<file path="src/rtl/fetch_unit_pkg.sv">
`default_nettype none
// =============================================================================
//  Module      : fetch_unit_pkg
//  Description : Shared fetch-stage types and constants.
//  Revision    : 1.0 - initial release
// =============================================================================
package fetch_unit_pkg;

    typedef enum logic [1:0] {
        FETCH = 2'd0,
        WAIT  = 2'd1,
        DRAIN = 2'd2,
        HOLD  = 2'd3
    } fetch_state_t;

    localparam int unsigned INSTR_BYTES = 4;

    // Canonical addi x0,x0,0; kept for future bubble insertion in decode.
    localparam logic [31:0] NOP = 32'h0000_0013;

endpackage : fetch_unit_pkg
`default_nettype wire

</file>
<file path="src/rtl/fetch_unit_if.sv">
`default_nettype none
// =============================================================================
//  Module      : fetch_unit_if
//  Description : Instruction-memory, redirect and decode handshake bundle.
//  Revision    : 1.0 - initial release
// =============================================================================
interface fetch_unit_if #(
    parameter int XLEN = 32
);
    logic            imem_req;
    logic [XLEN-1:0] imem_addr;
    logic            imem_rvalid;
    logic [XLEN-1:0] imem_rdata;
    logic            redirect_valid;
    logic [XLEN-1:0] redirect_pc;
    logic            instr_valid;
    logic            dec_ready;
    logic [XLEN-1:0] instr;
    logic [XLEN-1:0] pc;
    logic [31:0]     instr_count;

    // master: the fetch unit; slave: memory, execute and decode side
    modport master (
        output imem_req,
        output imem_addr,
        input  imem_rvalid,
        input  imem_rdata,
        input  redirect_valid,
        input  redirect_pc,
        output instr_valid,
        input  dec_ready,
        output instr,
        output pc,
        output instr_count
    );

    modport slave (
        input  imem_req,
        input  imem_addr,
        output imem_rvalid,
        output imem_rdata,
        output redirect_valid,
        output redirect_pc,
        input  instr_valid,
        output dec_ready,
        input  instr,
        input  pc,
        input  instr_count
    );

endinterface : fetch_unit_if
`default_nettype wire

</file>
<file path="src/rtl/fetch_unit.sv">
`default_nettype none
// =============================================================================
//  Module      : fetch_unit
//  Description : Single-outstanding instruction fetch with redirect and
//                valid/ready hand-off to decode.
//  Revision    : 1.0 - initial release
// =============================================================================
module fetch_unit
    import fetch_unit_pkg::*;
#(
    parameter int              XLEN     = 32,
    parameter logic [XLEN-1:0] RESET_PC = '0
) (
    input  wire logic   clk,
    input  wire logic   rst_n,
    fetch_unit_if.master bus
);

    fetch_state_t    r_state;
    logic [XLEN-1:0] r_pc;
    logic [XLEN-1:0] r_instr;
    logic [XLEN-1:0] r_pc_out;
    logic            r_valid;
    logic [31:0]     r_count;

    logic [XLEN-1:0] w_redir_pc;
    logic [XLEN-1:0] w_pc_next;

    assign w_redir_pc = bus.redirect_pc & ~XLEN'(3);
    assign w_pc_next  = r_pc + XLEN'(INSTR_BYTES);

    // Request is combinational so a same-cycle redirect can suppress it;
    // rst_n gating keeps the strobe low while reset is held.
    assign bus.imem_req    = rst_n && (r_state == FETCH) && !bus.redirect_valid;
    assign bus.imem_addr   = r_pc;
    assign bus.instr_valid = r_valid;
    assign bus.instr       = r_instr;
    assign bus.pc          = r_pc_out;
    assign bus.instr_count = r_count;

    always_ff @(posedge clk or negedge rst_n) begin
        if (!rst_n) begin
            r_state  <= FETCH;
            r_pc     <= RESET_PC;
            r_instr  <= '0;
            r_pc_out <= '0;
            r_valid  <= 1'b0;
            r_count  <= '0;
        end else begin
            case (r_state)
                FETCH: begin
                    if (bus.redirect_valid) begin
                        r_pc <= w_redir_pc;
                    end else begin
                        r_state <= WAIT;
                    end
                end

                WAIT: begin
                    if (bus.redirect_valid) begin
                        r_pc    <= w_redir_pc;
                        r_state <= bus.imem_rvalid ? FETCH : DRAIN;
                    end else if (bus.imem_rvalid) begin
                        r_instr  <= bus.imem_rdata;
                        r_pc_out <= r_pc;
                        r_valid  <= 1'b1;
                        r_state  <= HOLD;
                    end
                end

                HOLD: begin
                    // A redirect kills the held instruction even if decode takes it now.
                    if (bus.redirect_valid) begin
                        r_pc    <= w_redir_pc;
                        r_valid <= 1'b0;
                        r_state <= FETCH;
                    end else if (bus.dec_ready) begin
                        r_pc    <= w_pc_next;
                        r_valid <= 1'b0;
                        r_count <= r_count + 32'd1;
                        r_state <= FETCH;
                    end
                end

                DRAIN: begin
                    if (bus.redirect_valid) begin
                        r_pc <= w_redir_pc;
                    end
                    if (bus.imem_rvalid) begin
                        r_state <= FETCH;
                    end
                end

                default: r_state <= FETCH;
            endcase
        end
    end

endmodule : fetch_unit
`default_nettype wire

</file>
<file path="src/flat_wrapper.sv">
// flat-port wrapper written by rule: the top's interface ports become plain ports
module fetch_unit_flat import fetch_unit_pkg::*;
#(
    parameter int              XLEN     = 32,
    parameter logic [XLEN-1:0] RESET_PC = '0
)
  (clk, rst_n, bus_imem_req, bus_imem_addr, bus_imem_rvalid, bus_imem_rdata, bus_redirect_valid, bus_redirect_pc, bus_instr_valid, bus_dec_ready, bus_instr, bus_pc, bus_instr_count);
  fetch_unit_if #(.XLEN(XLEN)) bus_i ();
  input  wire logic clk;
  input  wire logic rst_n;
  output wire logic [$bits(bus_i.imem_req)-1:0] bus_imem_req;
  output wire logic [$bits(bus_i.imem_addr)-1:0] bus_imem_addr;
  input wire logic [$bits(bus_i.imem_rvalid)-1:0] bus_imem_rvalid;
  input wire logic [$bits(bus_i.imem_rdata)-1:0] bus_imem_rdata;
  input wire logic [$bits(bus_i.redirect_valid)-1:0] bus_redirect_valid;
  input wire logic [$bits(bus_i.redirect_pc)-1:0] bus_redirect_pc;
  output wire logic [$bits(bus_i.instr_valid)-1:0] bus_instr_valid;
  input wire logic [$bits(bus_i.dec_ready)-1:0] bus_dec_ready;
  output wire logic [$bits(bus_i.instr)-1:0] bus_instr;
  output wire logic [$bits(bus_i.pc)-1:0] bus_pc;
  output wire logic [$bits(bus_i.instr_count)-1:0] bus_instr_count;
  assign bus_imem_req = bus_i.imem_req;
  assign bus_imem_addr = bus_i.imem_addr;
  assign bus_i.imem_rvalid = bus_imem_rvalid;
  assign bus_i.imem_rdata = bus_imem_rdata;
  assign bus_i.redirect_valid = bus_redirect_valid;
  assign bus_i.redirect_pc = bus_redirect_pc;
  assign bus_instr_valid = bus_i.instr_valid;
  assign bus_i.dec_ready = bus_dec_ready;
  assign bus_instr = bus_i.instr;
  assign bus_pc = bus_i.pc;
  assign bus_instr_count = bus_i.instr_count;
  fetch_unit #(.XLEN(XLEN), .RESET_PC(RESET_PC)) u_core (.clk(clk), .rst_n(rst_n), .bus(bus_i));
endmodule
</file>
<file path="config.mk">
export PLATFORM = sky130hd
export DESIGN_NAME = fetch_unit_flat
export DESIGN_NICKNAME = d
export VERILOG_FILES = /design/src/rtl/fetch_unit_pkg.sv /design/src/rtl/fetch_unit_if.sv /design/src/rtl/fetch_unit.sv /design/src/flat_wrapper.sv
export SDC_FILE = /design/constraint.sdc
export NUM_CORES = 1
export LEC_CHECK = 0
export BUFFER_PORTS_ARGS = -buffer_cell sky130_fd_sc_hd__buf_2
export CAP_MARGIN = 40
export CORE_ASPECT_RATIO = 2
export CORE_MARGIN = 2
export CORE_UTILIZATION = 50
export DETAILED_ROUTE_END_ITERATION = 16
export HOLD_SLACK_MARGIN = 0.03
export PLACE_DENSITY = 0.81
export SLEW_MARGIN = 15
export SYNTH_ARGS = -nofsm -noshare
export SYNTH_HDL_FRONTEND = slang
export SYNTH_SLANG_ARGS = --single-unit
</file>
<file path="constraint.sdc">
create_clock -name clk -period 2.3 [get_ports clk]
set_input_delay 0.115 -clock clk [delete_from_list [all_inputs] [get_ports clk]]
set_output_delay 0.115 -clock clk [all_outputs]
set_load 0.005 [all_outputs]
</file>
==> flow_metrics.env, run 1 <==
export IMPL_synth_most_common_cell="dfrtp_1"
export IMPL_vias_per_cell=5.63
export IMPL_finalSetupViolations=0
export IMPL_clock_latency_ps=410
export IMPL_area_growth_pct=41.2
export IMPL_grt_pass1_wl_mm=26.5
export IMPL_synth_xor_xnor_area_share=0.0496
export IMPL_status="finished, final reports clean"
export IMPL_dpl_hpwl_mm=11.7
export IMPL_fmax_mhz=449
export IMPL_critPathLaunch="u_core.bus.imem_addr[7]"
export IMPL_layout_drive_gt1_share=0.409
export IMPL_antennaDiodeCount=0
export IMPL_synth_top_area_share=0.546
export IMPL_ys_warn_count=0
export IMPL_rows=55
export IMPL_coreArea_mm2=0.0114
export IMPL_port_buffers=192
export IMPL_tightest_slew_ps=638
export IMPL_relSlewSlack=0.575
export IMPL_tns_ps=0
export IMPL_final_net_count=841
export IMPL_drv_slew=0
export IMPL_place_gp_congestion=0.874
export IMPL_synth_area_mm2=0.00583
export IMPL_p_seq_frac=0.401
export IMPL_leakagePower_nw=3.83
export IMPL_clkTransAtPathRegs_ps=60
export IMPL_clock_skew_ps=8.94
export IMPL_rr_startpoint="u_core.bus.imem_addr[7]"
export IMPL_initial_utilization=0.513
export IMPL_hold_viol_final=0
export IMPL_p_total_mw=8.27
export IMPL_fillers=814
export IMPL_grt_use_total=0.273
export IMPL_routedWlPerCell_um=17.9
export IMPL_grt_max_degree=51
export IMPL_remaining_drc_errors=0
export IMPL_io_pins=199
export IMPL_min_period_ps=2220
export IMPL_synth_distinct_cells=48
export IMPL_power_switching_mw=2.28
export IMPL_crit_end="u_core.bus.imem_addr[30]"
export IMPL_drt_iter0_drc=325
export IMPL_clkPwrFrac=0.361
export IMPL_dieHeight_um=157
export IMPL_hold_class="in2reg"
export IMPL_clock_sinks=127
export IMPL_die_w_um=80.3
export IMPL_routed_wl_mm=16.6
export IMPL_grt_pass1_vias=5374
export IMPL_utilization=0.724
export IMPL_hold_path_depth=3
export IMPL_synth_edf_count=0
export IMPL_cts_max_level=4
export IMPL_clockRootBuffer="clkbuf_16"
export IMPL_cp_data_arrival_time_ps=2510
export IMPL_synthFlopType="dfrtp_1"
export IMPL_final_period_utilization=0.967
export IMPL_synth_top_family_by_area="simple AND/OR/NAND/NOR gates"
export IMPL_critPathCaptureType="flip-flop"
export IMPL_multi_input_area_mm2=0.00251
export IMPL_synth_compound_area_frac=0.0960
export IMPL_cp_required_ps=2580
export IMPL_internal_power_mw=5.99
export IMPL_yosys_area_share_simple=0.154
export IMPL_dpl_cell_area_mm2=0.00709
export IMPL_synth_area_top_cells="dfrtp_1 55%, mux2_2 12%, xnor2_1 4.1%, nand2_1 2.5%, nand3_1 2.5%"
export IMPL_powerDensity_mw_per_mm2=1010
export IMPL_cp_start_kind="flip-flop"
export IMPL_vias=5212
export IMPL_synth_top_cell_by_area="dfrtp_1"
export IMPL_swShare=0.276
export IMPL_ant_nets=0
export IMPL_ir_worst_vdd_mv=0.890
export IMPL_dieArea_mm2=0.0126
export IMPL_antenna_found_initial=0
export IMPL_ctsLongestPathBuffers=2
export IMPL_cts_tree="done"
export IMPL_path_class="reg2reg"
export IMPL_numCtsBuffers=17
export IMPL_rsz0062_at_grt="false"
export IMPL_seq_area_mm2=0.00318
export IMPL_drt_first_pass_iters=5
export IMPL_regToRegEndpoint="u_core.bus.imem_addr[30]"
export IMPL_hold_worst_slack_ps=33.2
export IMPL_postSynthCellCount=510
export IMPL_ys_ff_latch=127
export IMPL_p_comb_frac=0.238
export IMPL_synth_adder_area_share=0.00430
export IMPL_overflow=0
export IMPL_rr_worst_depth=4
export IMPL_drv_cap=0
export IMPL_fin_area_mm2=0.00822
export IMPL_synth_common_cells="127 x dfrtp_1, 63 x mux2_2, 39 x nand2_1"
export IMPL_avgSynthCellArea_um2=11.4
export IMPL_r2r_slack_ps=80
export IMPL_seq_area_frac_synth=0.546
export IMPL_crit_fanout=14
export IMPL_synthMuxAreaShare=0.122
export IMPL_synthArstFlopShare=1.00
[metal layers]
layer  up-vias  part of all wire  routed length [um]  global-route usage
met5         -                 0                   0                   0
met4         0             0.020                 338               0.103
met3        24             0.051                 849              0.0496
met2       207              0.57                9410               0.512
met1      2578              0.36                5970               0.297
li1       2403                 -                   -                   -
[cells in the final DEF, fill, tap and decap left out, types with 6 or more instances in the layout]
master,n
dlygate4sd3_1,47
dfrtp_1,127
a31oi_1,8
clkbuf_16,17
o31a_1,6
mux2_2,63
buf_4,28
o22ai_1,8
and3_1,13
xor2_1,6
nand2_1,39
o21ai_0,14
buf_2,191
xnor2_1,27
and4_1,6
inv_1,8
nand3_1,29
nand4_1,23
or4_1,10
nor2_1,20
a21oi_1,12
[critical path, cell delays in order, from the launching register on]
cell and delay [ps]:
dfrtp_1 450, nand4_4 180, or4_1 800, o311a_1 420, a221o_1 250
[flip-flops by register name (all words and copies together) (netlist names)]
signal and count:
u_core.bus.instr_count 32, u_core.bus.pc 30, u_core.bus.imem_addr 30, u_core.r_state 2, u_core.bus.instr_valid 1, u_core.bus.instr 32
[power groups by stage]
stage | logic [mW] | clock network [mW] | registers (mW)
final | 1.97 | 2.99 | 3.32
after global routing | 2.16 | 3.14 | 3.40
after CTS | 2.00 | 3.04 | 3.31
after detailed placement | 1.93 | 0 | 3.35
after global placement | 1.85 | 0 | 3.29
after floorplan | 0.822 | 0 | 3.36
[logic make-up (layout without fill, tap and decap cells)]
logic type / after synthesis / count (layout)
other: 1 / 4
xor gates and xnor gates: 33 / 33
adders and majority gates: 2 / 2
muxes: 63 / 63
and+or+nand+nor: 165 / 165
AOI/OAI and AO/OA: 81 / 81
buffers and inverters: 38 / 308
DFF: 127 / 127
[worst min-delay path by stage]
stage	to	from	slack (ps)
after floorplan	u_core.bus.imem_addr[10]	rst_n	-180
after global placement	u_core.bus.instr[20]	rst_n	-3
after detailed placement	u_core.bus.instr[13]	rst_n	4
after CTS	u_core.bus.imem_addr[17]	bus_redirect_pc[17]	30
after global routing	u_core.bus.imem_addr[17]	bus_redirect_pc[17]	30
final	u_core.bus.imem_addr[25]	bus_redirect_pc[25]	30
[metrics by stage]
step                setup slack [ps]  cells
detailed placement              98.3    846
global route                    9.94    925
finish                          75.1    925
global placement                 188    846
floorplan                        248    513
CTS                             83.1    925
[final cells by class]
type,instances,share of cell area
flip-flops and latches,127,0.386
multi-input cells,348,0.305
repair buffers,268,0.203
clock buffers,19,0.0551
clock inverters,13,0.0256
well taps,142,0.0216
inverters,8,0.00365
[repair_timing]
action                    in CTS  in global routing
hold buffers                  47                  0
buffers inserted               0                  0
resized for setup              0                  0
hold endpoints to repair      74                  0
(Power assumes the default switching activity.)
==> run 2, diff against run 1 <==
--- a/config.mk
+++ b/config.mk
@@ -13,6 +13,7 @@
 export DETAILED_ROUTE_END_ITERATION = 16
 export HOLD_SLACK_MARGIN = 0.03
 export PLACE_DENSITY = 0.81
+export RECOVER_POWER = 50
 export SLEW_MARGIN = 15
 export SYNTH_ARGS = -nofsm -noshare
 export SYNTH_HDL_FRONTEND = slang
==> constraint.sdc (replaced) <==
create_clock -name clk -period 2.3 [get_ports clk]
set_input_delay 0 -clock clk [delete_from_list [all_inputs] [get_ports clk]]
set_output_delay 0 -clock clk [all_outputs]
set_load 0.005 [all_outputs]
==> run 2 against run 1 <==
Effect of this change: final cell count rose by 1.6%; power fell by 7.8%; core utilization fell by 0.25 points; sequential power barely moved; highest routed layer unchanged.
==> flow_metrics.env, run 2 (synthesized netlist as in run 1, its figures left out) <==
export IMPL_rr_worst_depth=4
export IMPL_initial_utilization=0.513
export IMPL_die_w_um=80.3
export IMPL_routedWlPerCell_um=18.3
export IMPL_ir_worst_vdd_mv=0.772
export IMPL_ctsLongestPathBuffers=2
export IMPL_vias=5323
export IMPL_regToRegEndpoint="u_core.bus.imem_addr[27]"
export IMPL_dpl_cell_area_mm2=0.00709
export IMPL_numCtsBuffers=17
export IMPL_top_layer="met4"
export IMPL_hold_viol_final=0
export IMPL_fillers=846
export IMPL_clock_latency_ps=410
export IMPL_rows=55
export IMPL_swShare=0.302
export IMPL_dieArea_mm2=0.0126
export IMPL_leakagePower_nw=3.67
export IMPL_rr_startpoint="u_core.bus.imem_addr[10]"
export IMPL_dieHeight_um=157
export IMPL_io_pins=199
export IMPL_tns_ps=0
export IMPL_min_to="u_core.r_state[0]"
export IMPL_remaining_drc_errors=0
export IMPL_fmax_mhz=466
export IMPL_drt_iter0_drc=371
export IMPL_hold_worst_slack_ps=58.6
export IMPL_coreArea_mm2=0.0114
export IMPL_cp_required_ps=2620
export IMPL_rsz0062_at_grt="false"
export IMPL_p_total_mw=7.63
export IMPL_met1_length_mm=6.15
export IMPL_final_net_count=858
export IMPL_cp_data_arrival_time_ps=2460
export IMPL_grt_pass1_wl_mm=27.5
export IMPL_antenna_found_initial=0
export IMPL_power_switching_mw=2.30
export IMPL_wl_met2_mm=9.81
export IMPL_relSlewSlack=0.0118
export IMPL_clock_sinks=127
export IMPL_drv_cap=0
export IMPL_met3WireLength_um=861
export IMPL_grt_pass1_vias=5473
export IMPL_clkPwrFrac=0.308
export IMPL_grt_use_total=0.282
export IMPL_cp_start_kind="flip-flop"
export IMPL_cts_max_level=4
export IMPL_clkTransAtPathRegs_ps=50
export IMPL_cts_tree="done"
export IMPL_finalSetupViolations=0
export IMPL_drv_slew=0
export IMPL_routed_wl_mm=17.2
export IMPL_min_period_ps=2150
export IMPL_min_delay_start="bus_redirect_valid"
export IMPL_internal_power_mw=5.32
export IMPL_layout_commonest_cell="buf_2"
export IMPL_area_growth_pct=40.7
export IMPL_tightest_slew_ps=1480
export IMPL_status="finished, final reports clean"
export IMPL_overflow=0
export IMPL_place_gp_congestion=0.836
export IMPL_p_seq_frac=0.437
export IMPL_port_buffers=192
export IMPL_antennaDiodeCount=0
export IMPL_crit_fanout=8
export IMPL_final_period_utilization=0.933
export IMPL_path_class="reg2reg"
export IMPL_clockRootBuffer="clkbuf_16"
export IMPL_p_comb_frac=0.254
export IMPL_ant_nets=0
export IMPL_hold_path_depth=2
export IMPL_r2r_slack_ps=150
export IMPL_grt_max_degree=108
export IMPL_cts_setup_buffers=0
export IMPL_powerDensity_mw_per_mm2=931
export IMPL_fin_area_mm2=0.00820
export IMPL_critPathCaptureType="flip-flop"
export IMPL_vias_per_cell=5.66
export IMPL_dpl_hpwl_mm=11.5
export IMPL_layout_common_cells="143 x buf_2, 127 x dfrtp_1, 65 x dlygate4sd3_1"
export IMPL_clock_skew_ps=12.9
export IMPL_drt_first_pass_iters=5
export IMPL_layout_drive_gt1_share=0.337
export IMPL_hold_class="in2reg"
## run 2: cell count changes in the layout (fill, tap and decap cells not counted), moves of 2 or more
| cell | change |
|---|---|
| buf_4 | -3 |
| bufinv_16 | -5 |
| or4_1 | -2 |
| dlygate4sd3_1 | +18 |
| clkinv_4 | -2 |
| or4_4 | +2 |
| clkinv_2 | +3 |
| clkinvlp_4 | +3 |
| clkbuf_1 | +50 |
| buf_2 | -48 |
## run 2: area by class of cell
cell class / instances / area, um^2 / area share
sequential: 127 / 3180 / 0.388
multi-input combinational: 348 / 2510 / 0.307
timing repair buffer: 285 / 1780 / 0.217
clock buffer: 19 / 443 / 0.0540
tap: 142 / 178 / 0.0217
clock inverter: 11 / 71.3 / 0.00870
inverter: 8 / 30.0 / 0.00366
## run 2: routing by layer
layer	vias up	global-route usage
li1	2434	-
met1	2646	0.314
met2	214	0.526
met3	29	0.0473
met4	0	0.103
met5	-	0
## run 2: what timing repair did
action | CTS | global route
hold buffers | 65 | 0
endpoints found under the setup margin | 0 | 3
gates resized for setup | 0 | 2
endpoints found under the hold margin | 191 | 0
## run 2: worst max-delay path by stage
stage	startpoint	to	slack [ps]
after detailed placement	u_core.bus.imem_addr[7]	u_core.bus.imem_addr[30]	80
after global routing	u_core.bus.imem_addr[10]	u_core.bus.imem_addr[27]	40
after floorplan	u_core.bus.imem_addr[9]	u_core.bus.imem_addr[31]	250
after CTS	u_core.bus.imem_addr[7]	u_core.bus.imem_addr[30]	40
final	u_core.bus.imem_addr[10]	u_core.bus.imem_addr[27]	150
after global placement	u_core.bus.imem_addr[7]	u_core.bus.imem_addr[30]	180
## run 2: critical path: stages (launching register included)
cell	delay, ps
dfrtp_1	500
nand4_1	240
or4_1	610
or4_1	530
a31oi_1	180
## run 2: power groups by stage
stage	Combinational (mW)	Clock (mW)	Sequential [mW]
finish	1.94	2.35	3.34
global route	2.12	2.49	3.43
CTS	2.03	2.38	3.32
detailed placement	1.93	0	3.35
global placement	1.85	0	3.28
floorplan	0.822	0	3.36
## run 2: stage by stage
stage               utilization  setup WS, ps  std cells
floorplan                     -           248        513
global placement          0.624           181        844
detailed placement        0.624          83.2        844
CTS                       0.727          39.8        939
global route              0.722          41.0        940
finish                    0.722           154        940
